--- src/rtl/adc_frame_serializer.sv ---
// Two-lane SDR serializer emulating the ADC LVDS output: 16-bit words, 8 bits per lane,
// framed by fclk. Word source is an external valid/ready stream or an internal pattern.
module adc_frame_serializer #(
    parameter int unsigned SAMPLE_W = 16,
    parameter int unsigned CNT_W    = 16
) (
    input  logic                clk,
    input  logic                rst,
    input  logic                en,
    input  logic [1:0]          mode,
    input  logic [SAMPLE_W-1:0] fixed_pattern,
    input  logic [2:0]          frame_shift,
    input  logic [SAMPLE_W-1:0] s_data,
    input  logic                s_valid,
    output logic                s_ready,
    output logic                d0,
    output logic                d1,
    output logic                fclk,
    output logic                frame_start,
    output logic [CNT_W-1:0]    underrun_cnt
);

    localparam int unsigned PH_W = 3;
    localparam logic [PH_W-1:0] PH_LAST = PH_W'(7);
    localparam logic [1:0] MODE_EXT   = 2'd0;
    localparam logic [1:0] MODE_RAMP  = 2'd1;
    localparam logic [1:0] MODE_FIXED = 2'd2;
    localparam logic [SAMPLE_W-1:0] ALT_A = SAMPLE_W'(16'hAAAA);
    localparam logic [SAMPLE_W-1:0] ALT_B = SAMPLE_W'(16'h5555);

    // ph_q is the phase of the bit pair currently driven on the lanes; it rests at the
    // last phase in reset so the first edge after reset starts frame 0 at phase 0.
    logic [PH_W-1:0]     ph_q, ph_d;
    logic                first_q, first_d;
    logic [SAMPLE_W-1:0] shreg_q, shreg_d;
    logic [PH_W-1:0]     shift_q, shift_d;
    logic [SAMPLE_W-1:0] ramp_q, ramp_d;
    logic                alt_q, alt_d;
    logic [CNT_W-1:0]    underrun_cnt_q, underrun_cnt_d;
    logic                d0_q, d0_d;
    logic                d1_q, d1_d;
    logic                fclk_q, fclk_d;
    logic                frame_start_q, frame_start_d;
    logic                s_ready_q, s_ready_d;
    logic [SAMPLE_W-1:0] word;
    logic [PH_W-1:0]     fclk_pos;

    // Next-state: word selection at the frame boundary, lane shifting otherwise
    always_comb begin
        ph_d           = ph_q + PH_W'(1);
        first_d        = 1'b0;
        shift_d        = shift_q;
        ramp_d         = ramp_q;
        alt_d          = alt_q;
        underrun_cnt_d = underrun_cnt_q;
        word           = '0;
        shreg_d        = {shreg_q[SAMPLE_W-3:0], 2'b00};

        if (ph_q == PH_LAST) begin
            // The boundary right out of reset is frame 0: zero word, zero shift.
            if (!first_q) begin
                shift_d = frame_shift;
                if (en) begin
                    case (mode)
                        MODE_EXT: begin
                            if (s_ready_q && s_valid) begin
                                word = s_data;
                            end else if (underrun_cnt_q != {CNT_W{1'b1}}) begin
                                underrun_cnt_d = underrun_cnt_q + CNT_W'(1);
                            end
                        end
                        MODE_RAMP: begin
                            word   = ramp_q;
                            ramp_d = ramp_q + SAMPLE_W'(1);
                        end
                        MODE_FIXED: begin
                            word = fixed_pattern;
                        end
                        default: begin
                            word  = alt_q ? ALT_B : ALT_A;
                            alt_d = ~alt_q;
                        end
                    endcase
                end
            end
            shreg_d = word;
        end

        d1_d          = shreg_d[SAMPLE_W-1];
        d0_d          = shreg_d[SAMPLE_W-2];
        fclk_pos      = ph_d + shift_d;
        fclk_d        = ~fclk_pos[PH_W-1];
        frame_start_d = (ph_d == '0);
        // Offer a slot only in the last phase so one sample is taken per frame
        s_ready_d     = (ph_d == PH_LAST) && en && (mode == MODE_EXT);
    end

    always_ff @(posedge clk) begin
        if (rst) begin
            ph_q           <= PH_LAST;
            first_q        <= 1'b1;
            shreg_q        <= '0;
            shift_q        <= '0;
            ramp_q         <= '0;
            alt_q          <= 1'b0;
            underrun_cnt_q <= '0;
            d0_q           <= 1'b0;
            d1_q           <= 1'b0;
            fclk_q         <= 1'b0;
            frame_start_q  <= 1'b0;
            s_ready_q      <= 1'b0;
        end else begin
            ph_q           <= ph_d;
            first_q        <= first_d;
            shreg_q        <= shreg_d;
            shift_q        <= shift_d;
            ramp_q         <= ramp_d;
            alt_q          <= alt_d;
            underrun_cnt_q <= underrun_cnt_d;
            d0_q           <= d0_d;
            d1_q           <= d1_d;
            fclk_q         <= fclk_d;
            frame_start_q  <= frame_start_d;
            s_ready_q      <= s_ready_d;
        end
    end

    assign d0           = d0_q;
    assign d1           = d1_q;
    assign fclk         = fclk_q;
    assign frame_start  = frame_start_q;
    assign s_ready      = s_ready_q;
    assign underrun_cnt = underrun_cnt_q;

endmodule

--- config.mk ---
export PLATFORM = sky130hd
export DESIGN_NAME = adc_frame_serializer
export DESIGN_NICKNAME = d
export VERILOG_FILES = /design/src/rtl/adc_frame_serializer.sv
export SDC_FILE = /design/constraint.sdc
export NUM_CORES = 1
export LEC_CHECK = 0
export CORE_MARGIN = 3
export CORE_UTILIZATION = 51
export CTS_CLUSTER_SIZE = 24
export DETAILED_ROUTE_END_ITERATION = 10
export PLACE_DENSITY = 0.91
export SLEW_MARGIN = 20
export SYNTH_ARGS = -nofsm -noshare
export SYNTH_HDL_FRONTEND = slang
export SYNTH_SLANG_ARGS = --single-unit
--- constraint.sdc ---
create_clock -name clk -period 5.6 [get_ports clk]
set_input_delay 1.12 -clock clk [delete_from_list [all_inputs] [get_ports clk]]
set_output_delay 1.12 -clock clk [all_outputs]
set_load 0.03 [all_outputs]
==> results of run 1 <==
worst paths after layout:
check,to,slack (ns),cells after the start
max,ramp_q[15],2.05,7
min,shreg_q[8],0.44,1
max reg2reg,underrun_cnt[13],3.01,7
min reg2reg,shreg_q[8],0.44,1
layout by cell type (no fill, tap or decap), types with 2 or more instances in the layout:
master,n
a21oi_1,21
and3_1,5
clkinv_2,2
nor4_1,7
nor2_1,55
a22o_1,14
dfxtp_1,59
clkdlybuf4s50_1,61
nand3_1,10
xnor2_1,22
and2_1,2
o21ai_0,17
and4_1,7
nor3b_1,2
nand4_1,5
xor2_1,10
clkbuf_8,12
ha_1,7
nand2b_1,3
nor2b_1,5
buf_4,3
nor3_1,7
inv_1,5
mux2_2,2
nand2_1,28
nor4_4,2
power groups by stage:
stage	clock, W	combinational [W]	sequential [W]
floorplan	0	0.0000533	0.000451
global placement	0	0.000106	0.000444
detailed placement	0	0.000108	0.000445
CTS	0.000409	0.000110	0.000435
global route	0.000431	0.000119	0.000436
finish	0.000406	0.000109	0.000435
synthesized netlist by cell type, drive strengths merged, types with 3 or more instances:
master	number
ha	7
nand2b	3
dfxtp	59
xnor2	22
nand4	5
and4	7
clkbuf	15
nor2b	5
nand2	28
nor3	7
and3	5
a21oi	21
a22o	14
o21ai	17
nor4	10
nand3	10
xor2	10
nor2	55
inv	5
stage by stage:
stage / worst slack, ns / std cells / utilization / total power [W]
detailed placement: 1.74 / 438 / 0.657 / 0.000553
finish: 2.05 / 454 / 0.698 / 0.000950
floorplan: 3.07 / 321 / - / 0.000504
global placement: 1.87 / 438 / 0.657 / 0.000549
global route: 1.77 / 454 / 0.698 / 0.000986
CTS: 2.09 / 454 / 0.698 / 0.000954
routing by layer:
metal | vias to the layer above | GRT usage | wire length, um
met3 | 12 | 0.0655 | 369
met5 | - | 0 | 0
met2 | 80 | 0.351 | 3120
li1 | 1227 | - | -
met1 | 1139 | 0.287 | 2910
met4 | 0 | 0.0979 | 125
logic make-up after synthesis:
| family | share of synthesized area |
|---|---|
| compound gates | 0.119 |
| buf+inv | 0.0332 |
| xor+xnor | 0.102 |
| simple gates | 0.272 |
| fa+ha+maj | 0.0319 |
| mux | 0.0118 |
| flops | 0.430 |
worst reg2reg max path, cell delays in order, from the launching register on:
cell	delay, ns
dfxtp_1	0.38
ha_1	0.16
ha_1	0.22
nand3b_4	0.15
or4b_1	0.83
nor4_1	0.49
xnor2_1	0.17
nor2_1	0.06
cell type report:
class                      instances  share of cell area
clock buffer                      12              0.0458
clock inverter                     4              0.0132
inverter                           5             0.00520
multi-input combinational        240               0.409
sequential                        59               0.327
tap                               70              0.0243
timing repair buffer              64               0.175
sequential cells by signal (all words and copies together), names as in the netlist:
signal,count
alt_q,1
d0,1
first_q,1
ph_q,3
ramp_q,16
underrun_cnt,16
s_ready,1
shift_q,3
d1,1
frame_start,1
fclk,1
shreg_q,14
==> results.py, run 1 <==
metrics = {
    "critical_path": {
        "r2r-start": "ph_q[0]",
        "cp.required_ns": 5.82,
        "slowest_stage": "clkdlybuf4s50_1",
        "cp-start-kind": "input port",
        "crit_chain": "clkdlybuf4s50_1 -> buf_4 -> nand2b_1 -> nor4_1 -> nand3_1 -> xor2_1 -> nor2_1",
        "path_class": "in -> reg",
        "crit_fanout": 22,
        "cp_top_family": "buffers and inverters",
        "path_buf_inv": 2,
        "critPathLaunch": "mode[1]",
        "endpoint_kind": "flop",
        "arrival_ns": 3.78,
        "slowest_delay_ns": 0.82,
    },
    "status": {
        "status": "finished, final reports clean",
    },
    "route": {
        "wl_um": 6520,
        "vias_per_cell": 5.41,
        "num_vias": 2458,
        "ant_nets": 0,
        "drtIter0Drc": 203,
        "wl_per_cell_um": 14.4,
        "drc_errors": 0,
        "drt-pass1-iter-count": 4,
    },
    "pwr": {
        "sw_frac_of_total": 0.236,
        "cellPowerDensity_nw_per_um2": 263,
        "seq_power_share": 0.458,
        "p_leak_nw": 1.31,
        "switchingPower_w": 0.000224,
        "internal_power_w": 0.000726,
        "clkPwrFrac": 0.427,
        "peakVddDrop_mv": 0.158,
        "combPwrFrac": 0.115,
    },
    "placed_design": {
        "io_buffers": 61,
        "hpwl_um": 4550,
        "place_congestion": 0.834,
        "placed_cell_area_um2": 3400,
    },
    "clock_network": {
        "cts-root-buf": "clkbuf_8",
        "cts_buffer_depth": 2,
        "hold_buffers": 0,
        "cts_tree": "yes",
        "clkTransAtPathRegs_ns": 0.07,
        "cts_sinks": 59,
        "post_cts_resized": 0,
        "cts_setup_buffers": 0,
        "cts-buffers-inserted": 9,
        "insertion_delay_ns": 0.34,
        "h-tree-depth": 3,
    },
    "sta": {
        "period_needed_ns": 3.55,
        "rsz0062_at_grt": "no",
        "fin_setup_tns_ns": 0,
        "maxSlewHeadroom": 0.306,
        "finalSetupViolations": 0,
        "finalMaxSlewViolations": 0,
        "hold_violations": 0,
        "worst_pin_slew_ns": 1.03,
        "period_share": 0.634,
        "whs_ns": 0.443,
        "max_freq_mhz": 281,
        "skew_ns": 0.00625,
    },
    "yosys": {
        "synth_area_leaders": "dfxtp_1, nor2_1, xnor2_1, a22o_1, a21oi_1",
        "syn_area_per_cell_um2": 8.56,
        "yosysWarnings": 0,
        "synth_area_leader_cell": "dfxtp_1",
        "synth_flop_cell": "dfxtp_1",
        "netlist_instances": 321,
        "ys_ff_latch": 59,
        "syn_nets": 369,
        "synth-edff-count": 0,
        "synthesis.area_um2": 2750,
        "seq_area_frac_synth": 0.430,
        "synthArstFlopShare": 0,
        "netlist.area_leader.share": 0.430,
        "synth_cell_types": 34,
    },
    "floorplan": {
        "io_pins": 62,
        "dieArea_um2": 6310,
        "coreArea_um2": 5170,
        "die_w_um": 79.4,
        "rows": 26,
        "initial_core_util": 0.531,
        "dieHeight_um": 79.4,
    },
    "grt": {
        "grt_start_max_net_pins": 26,
        "overflow": 0,
        "grt_pass1_wl_um": 11100,
        "antenna_found_initial": 0,
        "grt.total_usage": 0.225,
        "grt_pass1_vias": 2395,
    },
    "layout": {
        "multi_input_area_um2": 1480,
        "syn2layout_area_growth_pct": 31.3,
        "num-fill-cells": 375,
        "n_antenna_cell": 0,
        "nets": 427,
        "drive_above_1_share": 0.0677,
        "final_area_um2": 3610,
        "register_area_um2": 1180,
    },
    "hold_path": {
        "hp-class": "reg -> reg",
        "hold_path_startpoint": "shreg_q[6]",
    },
    "job": {
        "maxCapViolCount": 0,
    },
}
(Power assumes the default switching activity.)
==> run 2: changes to the inputs <==
--- a/config.mk
+++ b/config.mk
@@ -6,10 +6,10 @@
 export NUM_CORES = 1
 export LEC_CHECK = 0
 export CORE_MARGIN = 3
-export CORE_UTILIZATION = 51
+export CORE_UTILIZATION = 45
 export CTS_CLUSTER_SIZE = 24
 export DETAILED_ROUTE_END_ITERATION = 10
-export PLACE_DENSITY = 0.91
+export PLACE_DENSITY = 0.86
 export SLEW_MARGIN = 20
 export SYNTH_ARGS = -nofsm -noshare
 export SYNTH_HDL_FRONTEND = slang
==> constraint.sdc (replaced) <==
create_clock -name clk -period 2.9 [get_ports clk]
set_input_delay 0.58 -clock clk [delete_from_list [all_inputs] [get_ports clk]]
set_output_delay 0.58 -clock clk [all_outputs]
set_load 0.03 [all_outputs]
==> run 2 against run 1 <==
Sequential cell count unchanged. Via count increased by 0.24%. Highest routed layer unchanged. Final area increased by 0.80%. Critical path depth unchanged.
==> results.py, run 2 (synthesis results as in run 1) <==
metrics = {
    "route": {
        "drt-pass1-iter-count": 4,
        "ant_nets": 0,
        "drtIter0Drc": 140,
        "num_vias": 2464,
        "drc_errors": 0,
        "vias_per_cell": 5.34,
        "wl_per_cell_um": 14.1,
        "wl_um": 6500,
    },
    "placed_design": {
        "place_congestion": 0.796,
        "pre_cts_slack_ns": 0.240,
        "io_buffers": 61,
        "placed_cell_area_um2": 3440,
        "hpwl_um": 4570,
    },
    "critical_path": {
        "endpoint_kind": "flop",
        "crit_fanout": 16,
        "arrival_ns": 2.53,
        "cp.required_ns": 3.13,
        "cp-start-kind": "input port",
        "rr_worst_depth": 8,
        "r2r_slack_ns": 0.61,
        "path_class": "in -> reg",
    },
    "floorplan": {
        "io_pins": 62,
        "rows": 27,
        "dieHeight_um": 84.2,
        "initial_core_util": 0.481,
        "dieArea_um2": 7080,
        "die_w_um": 84.2,
        "coreArea_um2": 5710,
    },
    "sta": {
        "fin_setup_tns_ns": 0,
        "rsz0062_at_grt": "no",
        "skew_ns": 0.00798,
        "finalSetupViolations": 0,
        "max_freq_mhz": 434,
        "worst_slack_ns": 0.594,
        "worst_pin_slew_ns": 1.05,
        "period_share": 0.795,
        "period_needed_ns": 2.31,
        "maxSlewHeadroom": 0.297,
        "finalMaxSlewViolations": 0,
        "hold_violations": 0,
    },
    "clock_network": {
        "cts_setup_buffers": 0,
        "clkTransAtPathRegs_ns": 0.06,
        "insertion_delay_ns": 0.34,
        "cts_sinks": 59,
        "hold_buffers": 0,
        "h-tree-depth": 3,
        "cts-buffers-inserted": 9,
        "cts-root-buf": "clkbuf_8",
        "cts_buffer_depth": 2,
        "post_cts_resized": 0,
        "cts_tree": "yes",
    },
    "grt": {
        "grt.total_usage": 0.197,
        "antenna_found_initial": 0,
        "grt_pass1_wl_um": 11400,
        "grt_pass1_vias": 2375,
        "overflow": 0,
        "grt_start_max_net_pins": 38,
    },
    "layout": {
        "mostFrequentLayoutCells": "clkdlybuf4s50_1, dfxtp_1, nor2_1, nand2_1, xnor2_1",
        "register_area_um2": 1180,
        "multi_input_area_um2": 1480,
        "num-fill-cells": 472,
        "nets": 433,
        "final_common_cell": "clkdlybuf4s50_1",
        "drive_above_1_share": 0.0746,
        "n_antenna_cell": 0,
        "syn2layout_area_growth_pct": 32.4,
        "final_area_um2": 3640,
    },
    "status": {
        "status": "finished, final reports clean",
    },
    "hold_path": {
        "holdPathStages": 1,
        "hp-class": "reg -> reg",
    },
    "pwr": {
        "peakVddDrop_mv": 0.274,
        "p_leak_nw": 1.33,
        "cellPowerDensity_nw_per_um2": 494,
    },
    "job": {
        "maxCapViolCount": 0,
    },
}
## run 2: changes by cell type in the layout (fill, tap and decap cells not counted), sizes merged
cell	change
buf	+6
clkinvlp	-1
clkinv	-1
clkbuf	+1
## run 2: routing by layer
layer | track usage | routed length, um | up-vias
li1 | - | - | 1235
met1 | 0.268 | 3000 | 1151
met2 | 0.290 | 2980 | 67
met3 | 0.0432 | 366 | 11
met4 | 0.104 | 153 | 0
met5 | 0 | 0 | -
## run 2: final cells by class
cell class,count,area share
Multi-Input combinational cell,240,0.406
Sequential cell,59,0.325
Timing Repair Buffer,70,0.186
Clock buffer,13,0.0437
Tap cell,72,0.0248
Clock inverter,2,0.00963
Inverter,5,0.00516
## run 2: worst paths after layout
check,from,endpoint
worst min-delay path,ph_q[0],ph_q[0]
worst max-delay path,en,underrun_cnt[11]
worst min register to register,ph_q[0],ph_q[0]
worst max register to register,ph_q[0],underrun_cnt[11]
## run 2: worst max-delay path, cell delays in order
cell and delay [ns]:
clkdlybuf4s50_1 0.54, nand3b_4 0.14, or4b_1 0.47, buf_4 0.22, nor4_1 0.36, xnor2_1 0.16, nor2_1 0.05
## run 2: per-stage QoR
stage          power, W  std cells  hold slack (ns)   util
2_1_floorplan  0.000973        321            0.404      -
3_5_place_dp    0.00107        446            0.421  0.603
3_3_place_gp    0.00107        446            0.421  0.603
6_report        0.00180        461            0.435  0.637
4_1_cts         0.00181        461            0.436  0.637
5_1_grt         0.00187        461            0.452  0.637
## run 2: where the power goes
part | leakage [nW] | switching (W) | internal [W]
clock network | 0.0995 | 0.000305 | 0.000438
logic | 0.757 | 0.000105 | 0.000109
registers | 0.478 | 0.00000848 | 0.000831
total | 1.33 | 0.000419 | 0.00138
==> run 3: changes to the inputs <==
==> constraint.sdc (replaced) <==
create_clock -name clk -period 1.87 [get_ports clk]
set_input_delay 0.374 -clock clk [delete_from_list [all_inputs] [get_ports clk]]
set_output_delay 0.374 -clock clk [all_outputs]
set_load 0.03 [all_outputs]
==> run 3 against run 2 <==
The run now ends with negative setup slack left. Critical path depth up 2. Via count up 11%. Register-to-register slack worse by 0.80 ns. Routed wire length up 25%. First-iteration DRC count up 64%. Cell count up 6.9%. Total power up 63%. Clock power up 56%. Critical endpoint is now underrun_cnt[9]. Largest cell class unchanged.
==> results.py, run 3 (synthesis results as in run 1) <==
metrics = {
    "floorplan": {
        "dieArea_um2": 7080,
        "coreArea_um2": 5710,
        "dieHeight_um": 84.2,
        "rows": 27,
        "io_pins": 62,
        "die_w_um": 84.2,
        "initial_core_util": 0.481,
    },
    "layout": {
        "nets": 464,
        "mostFrequentLayoutCells": "dfxtp_1, nor2_1, clkdlybuf4s50_1, buf_4, nand2_1",
        "final_common_cell": "dfxtp_1",
        "final_area_um2": 4240,
        "drive_above_1_share": 0.211,
        "syn2layout_area_growth_pct": 54.2,
        "n_antenna_cell": 0,
        "utilization": 0.742,
    },
    "critical_path": {
        "crit_fanout": 5,
        "path_class": "reg -> reg",
        "crit_chain": "ha_4 -> ha_4 -> nand3b_4 -> or4b_4 -> buf_12 -> buf_12 -> nor4_4 -> xnor2_1 -> nor2_1",
        "slowest_delay_ns": 0.54,
        "cp.required_ns": 2.09,
        "cp_top_family": "simple AND/OR/NAND/NOR gates",
        "cp-start-kind": "flop",
        "path_buf_inv": 2,
        "arrival_ns": 2.28,
        "endpoint_kind": "flop",
        "slowest_stage": "or4b_4",
    },
    "sta": {
        "rsz0062_at_grt": "yes",
        "skew_ns": 0.0114,
        "worst_slack_ns": -0.190,
        "finalSetupViolations": 15,
        "finalMaxSlewViolations": 0,
        "period_share": 1.10,
        "maxSlewHeadroom": 0.525,
        "hold_violations": 0,
        "fin_setup_tns_ns": -1.97,
        "period_needed_ns": 2.06,
        "worst_pin_slew_ns": 0.710,
        "max_freq_mhz": 485,
    },
    "route": {
        "num_vias": 2732,
        "vias_per_cell": 5.54,
        "drtIter0Drc": 229,
        "ant_nets": 0,
        "wl_um": 8130,
        "wl_per_cell_um": 16.5,
        "drc_errors": 0,
        "drt-pass1-iter-count": 6,
    },
    "pwr": {
        "peakVddDrop_mv": 0.618,
        "p_leak_nw": 1.66,
        "cellPowerDensity_nw_per_um2": 691,
    },
    "placed_design": {
        "placed_cell_area_um2": 3730,
        "place_congestion": 0.843,
        "io_buffers": 61,
        "hpwl_um": 5070,
    },
    "grt": {
        "grt_pass1_wl_um": 13100,
        "grt.total_usage": 0.228,
        "grt_start_max_net_pins": 26,
        "overflow": 0,
        "antenna_found_initial": 0,
        "grt_pass1_vias": 2692,
    },
    "clock_network": {
        "insertion_delay_ns": 0.34,
        "cts_sinks": 59,
        "hold_buffers": 0,
        "cts_tree": "yes",
        "clkTransAtPathRegs_ns": 0.07,
        "cts_buffer_depth": 2,
        "cts-buffers-inserted": 9,
        "h-tree-depth": 3,
        "cts-root-buf": "clkbuf_8",
    },
    "status": {
        "status": "complete, but fails checks",
        "violations": "negative setup slack",
    },
    "job": {
        "maxCapViolCount": 0,
    },
    "hold_path": {
        "hp-class": "reg -> reg",
    },
}
run 3: layer usage:
metal	track usage	routed length [um]	vias up
li1	-	-	1297
met5	0	0	-
met3	0.0569	515	21
met4	0.101	227	0
met2	0.374	4160	124
met1	0.283	3230	1290
run 3: metrics by stage:
step                power [W]  hold WS, ns  setup slack [ns]  std cells
global placement      0.00170        0.428            -0.473        467
CTS                   0.00289        0.446            -0.148        487
global route          0.00303        0.466            -0.260        493
finish                0.00293        0.446            -0.190        493
floorplan             0.00153        0.402            -0.160        321
detailed placement    0.00170        0.435            -0.573        467
run 3: report_power, final:
group	leakage, nW	internal (W)	switching (W)	total, W
Clock	0.0991	0.000645	0.000513	0.00116
Sequential	0.477	0.00129	0.0000151	0.00130
Combinational	1.09	0.000252	0.000213	0.000465
run 3: path summary, 6_finish.rpt:
| kind | startpoint | to | slack, ns | cells after the start |
|---|---|---|---|---|
| setup / recovery | ph_q[0] | underrun_cnt[9] | -0.19 | 9 |
| hold / removal | shreg_q[10] | shreg_q[12] | 0.45 | 1 |
| setup reg to reg | ph_q[0] | underrun_cnt[9] | -0.19 | 9 |
| hold reg to reg | shreg_q[10] | shreg_q[12] | 0.45 | 1 |
run 3: worst register-to-register path, stage by stage (launching register included):
cell and delay, ns:
dfxtp_2 0.35, ha_4 0.14, ha_4 0.15, nand3b_4 0.08, or4b_4 0.54, buf_12 0.17
buf_12 0.12, nor4_4 0.15, xnor2_1 0.18, nor2_1 0.07
run 3: timing repair:
item / in CTS / in global routing
setup buffers: 4 / 7
resized for setup: 24 / 23
setup endpoints to repair: 27 / 53
pin swaps: 16 / 22
run 3: cell type report:
cell class	instances	area, um2
tap	72	90.1
inverter	5	18.8
timing repair buffer	101	1000
clock inverter	5	52.6
clock buffer	11	141
sequential	59	1180
multi-input combinational	240	1750
fill	356	1470
